--- src/rtl/mips_mem_arb_pkg.sv ---
// Shared types and default sizes for the MIPS data-memory arbiter.
// Contents: state enum, default DEPTH/DATA_W/ADDR_W, requester-id type.
package mips_mem_arb_pkg;

  localparam int DEPTH_DEF  = 256;
  localparam int DATA_W_DEF = 32;
  localparam int ADDR_W_DEF = 32;

  typedef enum logic [1:0] {
    IDLE,
    ACCESS,
    RESP
  } state_t;

  typedef logic req_id_t;

endpackage

--- src/rtl/mips_arb_pick2.sv ---
// Combinational two-way pick: (req0, req1, last) -> (gnt_vld, gnt_id).
// MEM_ARB_ROUND_ROBIN_EN: tie goes to the requester not granted last.
module mips_arb_pick2
  import mips_mem_arb_pkg::*;
(
  input  logic    req0,
  input  logic    req1,
  input  req_id_t last,
  output logic    gnt_vld,
  output req_id_t gnt_id
);

  always_comb begin
    gnt_vld = req0 | req1;
    gnt_id  = 1'b0;
`ifdef MEM_ARB_ROUND_ROBIN_EN
    if (req0 && req1)
      gnt_id = ~last;
    else
      gnt_id = req1;
`else
    gnt_id = req1 & ~req0;
`endif
  end

`ifndef MEM_ARB_ROUND_ROBIN_EN
  logic unused_last;
  assign unused_last = last;
`endif

endmodule

--- src/rtl/mips_mem_arbiter.sv ---
// Two-requester arbiter/sequencer for the 256-word MIPS data memory.
// Ports: clk, rst (async, active high); req/we/addr/wdata in and
// ack/err/rdata out per requester; mem_* drive the memory port.
// MEM_ARB_ROUND_ROBIN_EN: round-robin tie break, else req0 wins.
module mips_mem_arbiter
  import mips_mem_arb_pkg::*;
#(
  parameter int DEPTH  = DEPTH_DEF,
  parameter int DATA_W = DATA_W_DEF,
  parameter int ADDR_W = ADDR_W_DEF
) (
  input  logic              clk,
  input  logic              rst,
  input  logic              req0,
  input  logic              we0,
  input  logic [ADDR_W-1:0] addr0,
  input  logic [DATA_W-1:0] wdata0,
  input  logic              req1,
  input  logic              we1,
  input  logic [ADDR_W-1:0] addr1,
  input  logic [DATA_W-1:0] wdata1,
  output logic              ack0,
  output logic              err0,
  output logic [DATA_W-1:0] rdata0,
  output logic              ack1,
  output logic              err1,
  output logic [DATA_W-1:0] rdata1,
  output logic [ADDR_W-1:0] mem_address,
  output logic [DATA_W-1:0] mem_write_data,
  output logic              mem_write,
  output logic              mem_read,
  input  logic [DATA_W-1:0] mem_read_data
);

  state_t state_q, state_d;

  req_id_t           id_q;
  logic              we_q;
  logic [ADDR_W-1:0] addr_q;
  logic [DATA_W-1:0] wdata_q;
  logic              err_q;
  logic [DATA_W-1:0] rdata0_q;
  logic [DATA_W-1:0] rdata1_q;

  logic              gnt_vld;
  req_id_t           gnt_id;
  req_id_t           last;
  logic              sel_we;
  logic [ADDR_W-1:0] sel_addr;
  logic [DATA_W-1:0] sel_wdata;
  logic              oob;
  logic              grant;
  logic [DATA_W-1:0] cap;

  mips_arb_pick2 u_pick (
    .req0    (req0),
    .req1    (req1),
    .last    (last),
    .gnt_vld (gnt_vld),
    .gnt_id  (gnt_id)
  );

  assign sel_we    = gnt_id ? we1    : we0;
  assign sel_addr  = gnt_id ? addr1  : addr0;
  assign sel_wdata = gnt_id ? wdata1 : wdata0;
  assign oob       = sel_addr >= ADDR_W'(DEPTH);
  assign grant     = (state_q == IDLE) && gnt_vld;
  assign cap       = we_q ? '0 : mem_read_data;

`ifdef MEM_ARB_ROUND_ROBIN_EN
  req_id_t last_q;

  // Reset as "last grant = 1" so the first tie goes to requester 0.
  always_ff @(posedge clk or posedge rst) begin
    if (rst)
      last_q <= 1'b1;
    else if (grant)
      last_q <= gnt_id;
  end

  assign last = last_q;
`else
  assign last = 1'b1;
`endif

  always_ff @(posedge clk or posedge rst) begin
    if (rst)
      state_q <= IDLE;
    else
      state_q <= state_d;
  end

  always_comb begin
    state_d        = state_q;
    mem_write      = 1'b0;
    mem_read       = 1'b0;
    mem_address    = '0;
    mem_write_data = '0;
    ack0           = 1'b0;
    ack1           = 1'b0;
    err0           = 1'b0;
    err1           = 1'b0;
    unique case (state_q)
      IDLE: begin
        if (gnt_vld)
          state_d = oob ? RESP : ACCESS;
      end
      ACCESS: begin
        mem_write      = we_q;
        mem_read       = ~we_q;
        mem_address    = addr_q;
        mem_write_data = wdata_q;
        state_d        = RESP;
      end
      RESP: begin
        ack0    = ~id_q;
        ack1    = id_q;
        err0    = ~id_q & err_q;
        err1    = id_q & err_q;
        state_d = IDLE;
      end
      default: state_d = IDLE;
    endcase
  end

  // rdata is cleared for write and error responses so it never
  // carries stale read data alongside an ack.
  always_ff @(posedge clk or posedge rst) begin
    if (rst) begin
      id_q     <= 1'b0;
      we_q     <= 1'b0;
      addr_q   <= '0;
      wdata_q  <= '0;
      err_q    <= 1'b0;
      rdata0_q <= '0;
      rdata1_q <= '0;
    end else begin
      if (grant) begin
        id_q    <= gnt_id;
        we_q    <= sel_we;
        addr_q  <= sel_addr;
        wdata_q <= sel_wdata;
        err_q   <= oob;
        if (oob) begin
          if (gnt_id)
            rdata1_q <= '0;
          else
            rdata0_q <= '0;
        end
      end
      if (state_q == ACCESS) begin
        if (id_q)
          rdata1_q <= cap;
        else
          rdata0_q <= cap;
      end
    end
  end

  assign rdata0 = rdata0_q;
  assign rdata1 = rdata1_q;

endmodule

--- config.mk ---
export PLATFORM = sky130hd
export DESIGN_NAME = mips_mem_arbiter
export DESIGN_NICKNAME = d
export VERILOG_FILES = /design/src/rtl/mips_mem_arb_pkg.sv /design/src/rtl/mips_arb_pick2.sv /design/src/rtl/mips_mem_arbiter.sv
export SDC_FILE = /design/constraint.sdc
export NUM_CORES = 1
export LEC_CHECK = 0
export CAP_MARGIN = 20
export CORE_MARGIN = 4
export CORE_UTILIZATION = 42
export CTS_CLUSTER_SIZE = 14
export DETAILED_ROUTE_END_ITERATION = 8
export GPL_ROUTABILITY_DRIVEN = 0
export PLACE_DENSITY_LB_ADDON = 0.25
export SETUP_SLACK_MARGIN = 0.05
export SLEW_MARGIN = 20
export SYNTH_ARGS = -nofsm -noshare
export SYNTH_HDL_FRONTEND = slang
export SYNTH_SLANG_ARGS = --single-unit
--- constraint.sdc ---
create_clock -name clk -period 4.7 [get_ports clk]
set_input_delay 0.47 -clock clk [delete_from_list [all_inputs] [get_ports clk]]
set_output_delay 0.47 -clock clk [all_outputs]
set_load 0.01 [all_outputs]
; ---- After elaboration in Yosys (flattened, before gate mapping)
; Cells that the tools add are included.
[word_totals]
register_bits = 133
latch_bits = 0
mem_bits_rw = 0
mem_bits_ro = 0
out_inout_bits = 134
wordCells = 46
n_memories = 0
[classes]
add_sub_neg = 0
mul = 0
n_div = 0
magnitude_cmp = 1
eq_ne = 3
n_shift = 0
n_mux = 25
n_bitwise = 7
reduce_logical = 2
[ops]
columns = cell, n
row1 = $mux W32, 15
row2 = $ge A32 B9 Y1 const B, 1
row3 = $mux W1, 7
row4 = $mux W2, 2
row5 = $pmux W2 S2, 1
row6 = $and A1 B1 Y1, 3
row7 = $not A1 Y1, 3
row8 = $eq A2 B1 Y1 const B, 1
row9 = $eq A2 B2 Y1 const B, 1
row10 = $logic_not A2 Y1, 1
row11 = $ne A2 B2 Y1 const B, 1
row12 = $logic_and A1 B1 Y1, 1
row13 = $or A1 B1 Y1, 1

; ---- Logic depth before layout (Yosys ltp)
[logic_depth]
word_depth = 8
ltp_mapped = 6
depth_no_buf = 4

; ---- Modules after synthesis
; A second synthesis with hierarchy kept.
[unflattened]
cells_unflattened = 723
area_unflattened_um2 = 6924.1
[by_module_without_submodules]
columns = mod, n_inst, cells_per_inst, area_each_um2, seq_area_each_um2
row1 = mips_mem_arbiter, 1, 721, 6911.6, 3328.2
row2 = mips_arb_pick2, 1, 2, 12.5, 0.0

; ---- Worst setup path after synthesis
; Ideal clock, no wire load.
[synth_path]
path_type = input-to-reg
start = input port addr1[13]
end = register rdata1_q[1] (netlist: rdata1[1])
setup_time_ps = 77
arrival_ps = 1787
required_ps = 4623
path_slack_ps = 2836
cell_stages = 5
path_cell_list = or4_2 > nor4_4 > a221oi_2 > buf_6 > a21oi_1
[synth_between]
elab_chain_len = 6
[synth_rtl]
columns = element, line
row1 = start: declaration, mips_mem_arbiter.sv:20  ; input logic [ADDR_W-1:0] addr1,
row2 = $mux W32 *, mips_mem_arbiter.sv:64  ; assign sel_addr = gnt_id ? addr1 : addr0;
row3 = $ge A32 B9 Y1 *, mips_mem_arbiter.sv:66  ; assign oob = sel_addr >= ADDR_W'(DEPTH);
row4 = $mux W32 *, mips_mem_arbiter.sv:144  ; if (oob) begin
row5 = $mux W32 *, mips_mem_arbiter.sv:138  ; if (grant) begin
row6 = $mux W32, mips_mem_arbiter.sv:152  ; if (id_q)
row7 = $mux W32 *, mips_mem_arbiter.sv:151  ; if (state_q == ACCESS) begin
row8 = end signal: assignment, mips_mem_arbiter.sv:153  ; rdata1_q <= cap;
row9 = end: declaration, mips_mem_arbiter.sv:43  ; logic [DATA_W-1:0] rdata1_q;
; Every way passes the cells marked *; elsewhere a longest branch is shown, timed or not.
; A chain may end at the register's enable or synchronous reset.

; ---- Worst setup path after layout
[layout_path]
start = register state_q[1]
end = output port mem_write_data[12]
[layout_between]
elab_chain_len = 2
[layout_rtl]
columns = element, line
row1 = start: declaration, mips_mem_arbiter.sv:35  ; state_t state_q, state_d;
row2 = start signal: assignment, mips_mem_arbiter.sv:90  ; state_q <= state_d;
row3 = $eq A2 B1 Y1, mips_mem_arbiter.sv:103  ; unique case (state_q)
row4 = $mux W32, mips_mem_arbiter.sv:103
row5 = end: declaration, mips_mem_arbiter.sv:29  ; output logic [DATA_W-1:0] mem_write_data,
; No other way between the ends.

==> results.txt <==
HPWL Detailed: 14770 um
Clock network fraction of design power: 0.439
# nets final: 1154
Post-synthesis to final-layout area growth: 57.41%
Cell area after synthesis: 0.006519 mm^2
Number of slew-limit violations in the final report: 0
Unique masters post-synth: 28
Number of standard cells after synthesis: 711
Core region area: 0.01520 mm^2
Most frequent cells in the layout: sky130_fd_sc_hd__clkdlybuf4s50_1, sky130_fd_sc_hd__nand2_1, sky130_fd_sc_hd__dfrtp_1
Leakage component of the power: 4.472 nW
Accumulated negative setup slack: 0 ns
Routed via count: 5980
Mean area per synthesized cell: 9.168 um^2
Height of the chip: 132.6 um
Cts-stage hold buffer count: 0
Global route total overflow: 0
Initial Utilization: 0.4288
Average detailed-routed wire length per instance: 17.39 um
Worst path arrival time: 2.67 ns
Clock Pin Slew Worst Setup and Hold Paths: 0.06 ns
Transition time at the pin with the least slew margin: 0.9568 ns
Clock net sink count: 133
Final critical-path share of the clock period: 0.6682
Antenna diode count: 0
Final Hold Fails: 0
Residual antenna-violating net count after detailed routing: 0
Cell depth of the worst flop-to-flop path: 5
Max Freq: 0.3184 GHz
Number of detailed-route iterations in the first pass: 4
Share of post-route cells with drive strength above 1: 0.05800
Startpoint of the most critical setup path: state_q[1]
Final cell utilization of the core: 0.6750
Critical path type: flop to primary output
Psw: 777.1 uW
Largest net degree at the start of global routing: 101
Max-cap check violation count: 0
Startpoint of the tightest hold check path: addr_q[30]
Overall Power: 3.133 mW
Type of the worst min-delay path: flop to flop
Count of state elements after synthesis: 133
Critical path peak fanout: 44
Die area: 0.01758 mm^2
Setup violations, final: 0
Wire length of the first global-routing pass: 32440 um
Antenna violations before repair: 0
Endpoint, Worst Hold: addr_q[30]
Largest delay contributor family on the critical path: buffers and inverters
DP Area: 0.009644 mm^2
Setup bufs post-CTS: 0
Ratio of total power to cell area: 305.4 mW/mm^2
Row count: 45
Internal power summed over all cells: 2.356 mW
Count of placed standard cells in the final layout, fillers left out: 1188
Initial drt markers: 336
Bufs on Longest Clock Path: 2
CTS tree: built
Detailed-route wire length: 20670 um
Post-route standard cell area excluding fillers: 0.01026 mm^2
Synthesized netlist net count: 877
Share of total power in combinational logic: 0.138
Number of port buffers: 299
Register-to-register setup slack: 2.28 ns
Start of the worst register-to-register path: state_q[1]
Critical-path top delay cell: sky130_fd_sc_hd__nor2b_4
Filler Cells Inserted: 1249
RSZ-0062 raised after global routing: false
Capture instance of the worst register-to-register path: rdata0[25]
Minimum hold slack: 0.4681 ns
Count of buffer and inverter cells on the critical path: 2
Relative max-transition margin: 0.3621
Count of synthesis-stage warnings from yosys: 0
Part of the total power dissipated in sequential elements: 0.423
Vias in the first global route: 6153
Number of buffers created by CTS: 17
Peak VDD IR: 0.0002348 V
Sequential share of the synthesized area: 0.5106
Post-detailed-route DRC marker count: 0
Switch share: 0.2480
Vias per inst: 5.034
Placed Instances: 1157
Required time worst endpoint: 4.23 ns
Result of the run: finished clean
Clock skew: 0.005754 ns
Most common cell after layout, fill and taps aside: sky130_fd_sc_hd__clkdlybuf4s50_1
GRT Total Usage: 0.2314
Crit path capture type: primary output
Chip width: 132.6 um
Pre-CTS setup slack: 1.924 ns
Kind of launch point of the worst setup path: flop
Crit path cell chain: nor2b_4 -> buf_4 -> and2_1 -> clkdlybuf4s50_1
Num ports: 300
H-tree levels: 4
Clock tree root driver cell: sky130_fd_sc_hd__clkbuf_16
Largest incremental delay on the critical path: 0.69 ns
Cells resized by post-CTS repair: 0
Worst hold path depth: 2
Crit path setup slack, layout: 1.560 ns
Crit path time final: 3.140 ns
Latest clock arrival within the worst-skew pair: 0.41 ns
[worst reg2reg max path: cells and delay by family (launching register included)]
kind                   cells  cell delay [ns]
buffers and inverters      1             0.39
DFF                        1             0.45
and+or+nand+nor            3             1.38
AOI/OAI and AO/OA          1             0.07
[synthesized netlist by cell type]
| master | count | area [um^2] |
|---|---|---|
| sky130_fd_sc_hd__dfrtp_1 | 133 | 3328 |
| sky130_fd_sc_hd__a22o_2 | 1 | 10.01 |
| sky130_fd_sc_hd__and4_1 | 1 | 8.760 |
| sky130_fd_sc_hd__nor4_1 | 9 | 56.30 |
| sky130_fd_sc_hd__or3_1 | 1 | 6.260 |
| sky130_fd_sc_hd__nor4_4 | 1 | 21.27 |
| sky130_fd_sc_hd__nor2_1 | 4 | 15.01 |
| sky130_fd_sc_hd__nand2_1 | 196 | 735.7 |
| sky130_fd_sc_hd__a221oi_2 | 2 | 30.03 |
| sky130_fd_sc_hd__inv_1 | 1 | 3.750 |
| sky130_fd_sc_hd__o21ai_1 | 1 | 5.000 |
| sky130_fd_sc_hd__or4_2 | 1 | 8.760 |
| sky130_fd_sc_hd__clkbuf_1 | 38 | 142.6 |
| sky130_fd_sc_hd__nor2b_1 | 34 | 212.7 |
| sky130_fd_sc_hd__and3_1 | 2 | 12.51 |
| sky130_fd_sc_hd__buf_2 | 6 | 30.03 |
| sky130_fd_sc_hd__a21oi_1 | 60 | 300.3 |
| sky130_fd_sc_hd__buf_4 | 1 | 7.510 |
| sky130_fd_sc_hd__buf_6 | 6 | 67.56 |
| sky130_fd_sc_hd__a21oi_2 | 6 | 52.55 |
| sky130_fd_sc_hd__or4_1 | 2 | 15.01 |
| sky130_fd_sc_hd__nor3b_1 | 1 | 7.510 |
| sky130_fd_sc_hd__nand2b_1 | 3 | 18.77 |
| sky130_fd_sc_hd__and3b_1 | 1 | 8.760 |
| sky130_fd_sc_hd__mux2i_1 | 65 | 650.6 |
| sky130_fd_sc_hd__o31ai_1 | 1 | 7.510 |
| sky130_fd_sc_hd__o21ai_0 | 66 | 330.3 |
| sky130_fd_sc_hd__and2_1 | 68 | 425.4 |
[cell families (layout without fill, tap and decap cells)]
group                  count (synthesis)  count (layout)  synth area share
flip-flops                           133             133            0.5106
AND/OR/NAND/NOR                      324             324            0.2382
multiplexers                          65              65           0.09981
buffers and inverters                 52             341           0.03858
AO/OA/AOI/OAI                        137             137            0.1129
[per-layer routing]
layer	track usage	part of all wire	wire length [um]	up-vias
met5	0	0	0	-
met4	0.06813	0.017	350	0
met3	0.08289	0.094	1950	26
met2	0.3792	0.49	10020	257
met1	0.2891	0.40	8341	2785
li1	-	-	-	2912
[final cells by class]
type,count,area (um^2),area share
Clock inverter,11,150.1,0.01463
Inverter,1,8.758,0.0008536
Clock buffer,20,466.7,0.04548
Tap cell,188,235.2,0.02292
Timing Repair Buffer,309,3080,0.3002
Sequential cell,133,3328,0.3244
Multi-Input combinational cell,526,2992,0.2915
[power by group through the flow]
stage	clock, mW	combinational (mW)	sequential (mW)
2_1_floorplan	0	0.230	1.32
3_3_place_gp	0	0.427	1.34
3_5_place_dp	0	0.437	1.34
4_1_cts	1.40	0.437	1.33
5_1_grt	1.46	0.481	1.34
6_report	1.38	0.433	1.33
[state kept, by name, indices dropped and copies added, names as in the netlist]
| signal | count |
|---|---|
| wdata_q | 32 |
| state_q | 2 |
| rdata1 | 32 |
| we_q | 1 |
| addr_q | 32 |
| rdata0 | 32 |
| id_q | 1 |
| err_q | 1 |
[worst max-delay path by stage]
| stage | depth (start not counted) | to | slack [ns] |
|---|---|---|---|
| 2_1_floorplan | 1 | addr_q[0] | 0.68 |
| 3_3_place_gp | 5 | wdata_q[23] | 1.97 |
| 3_5_place_dp | 5 | wdata_q[24] | 1.92 |
| 4_1_cts | 4 | mem_write_data[12] | 1.54 |
| 5_1_grt | 4 | mem_write_data[12] | 1.37 |
| 6_report | 4 | mem_write_data[12] | 1.56 |
Note: power is estimated with default switching activity, not from simulation.
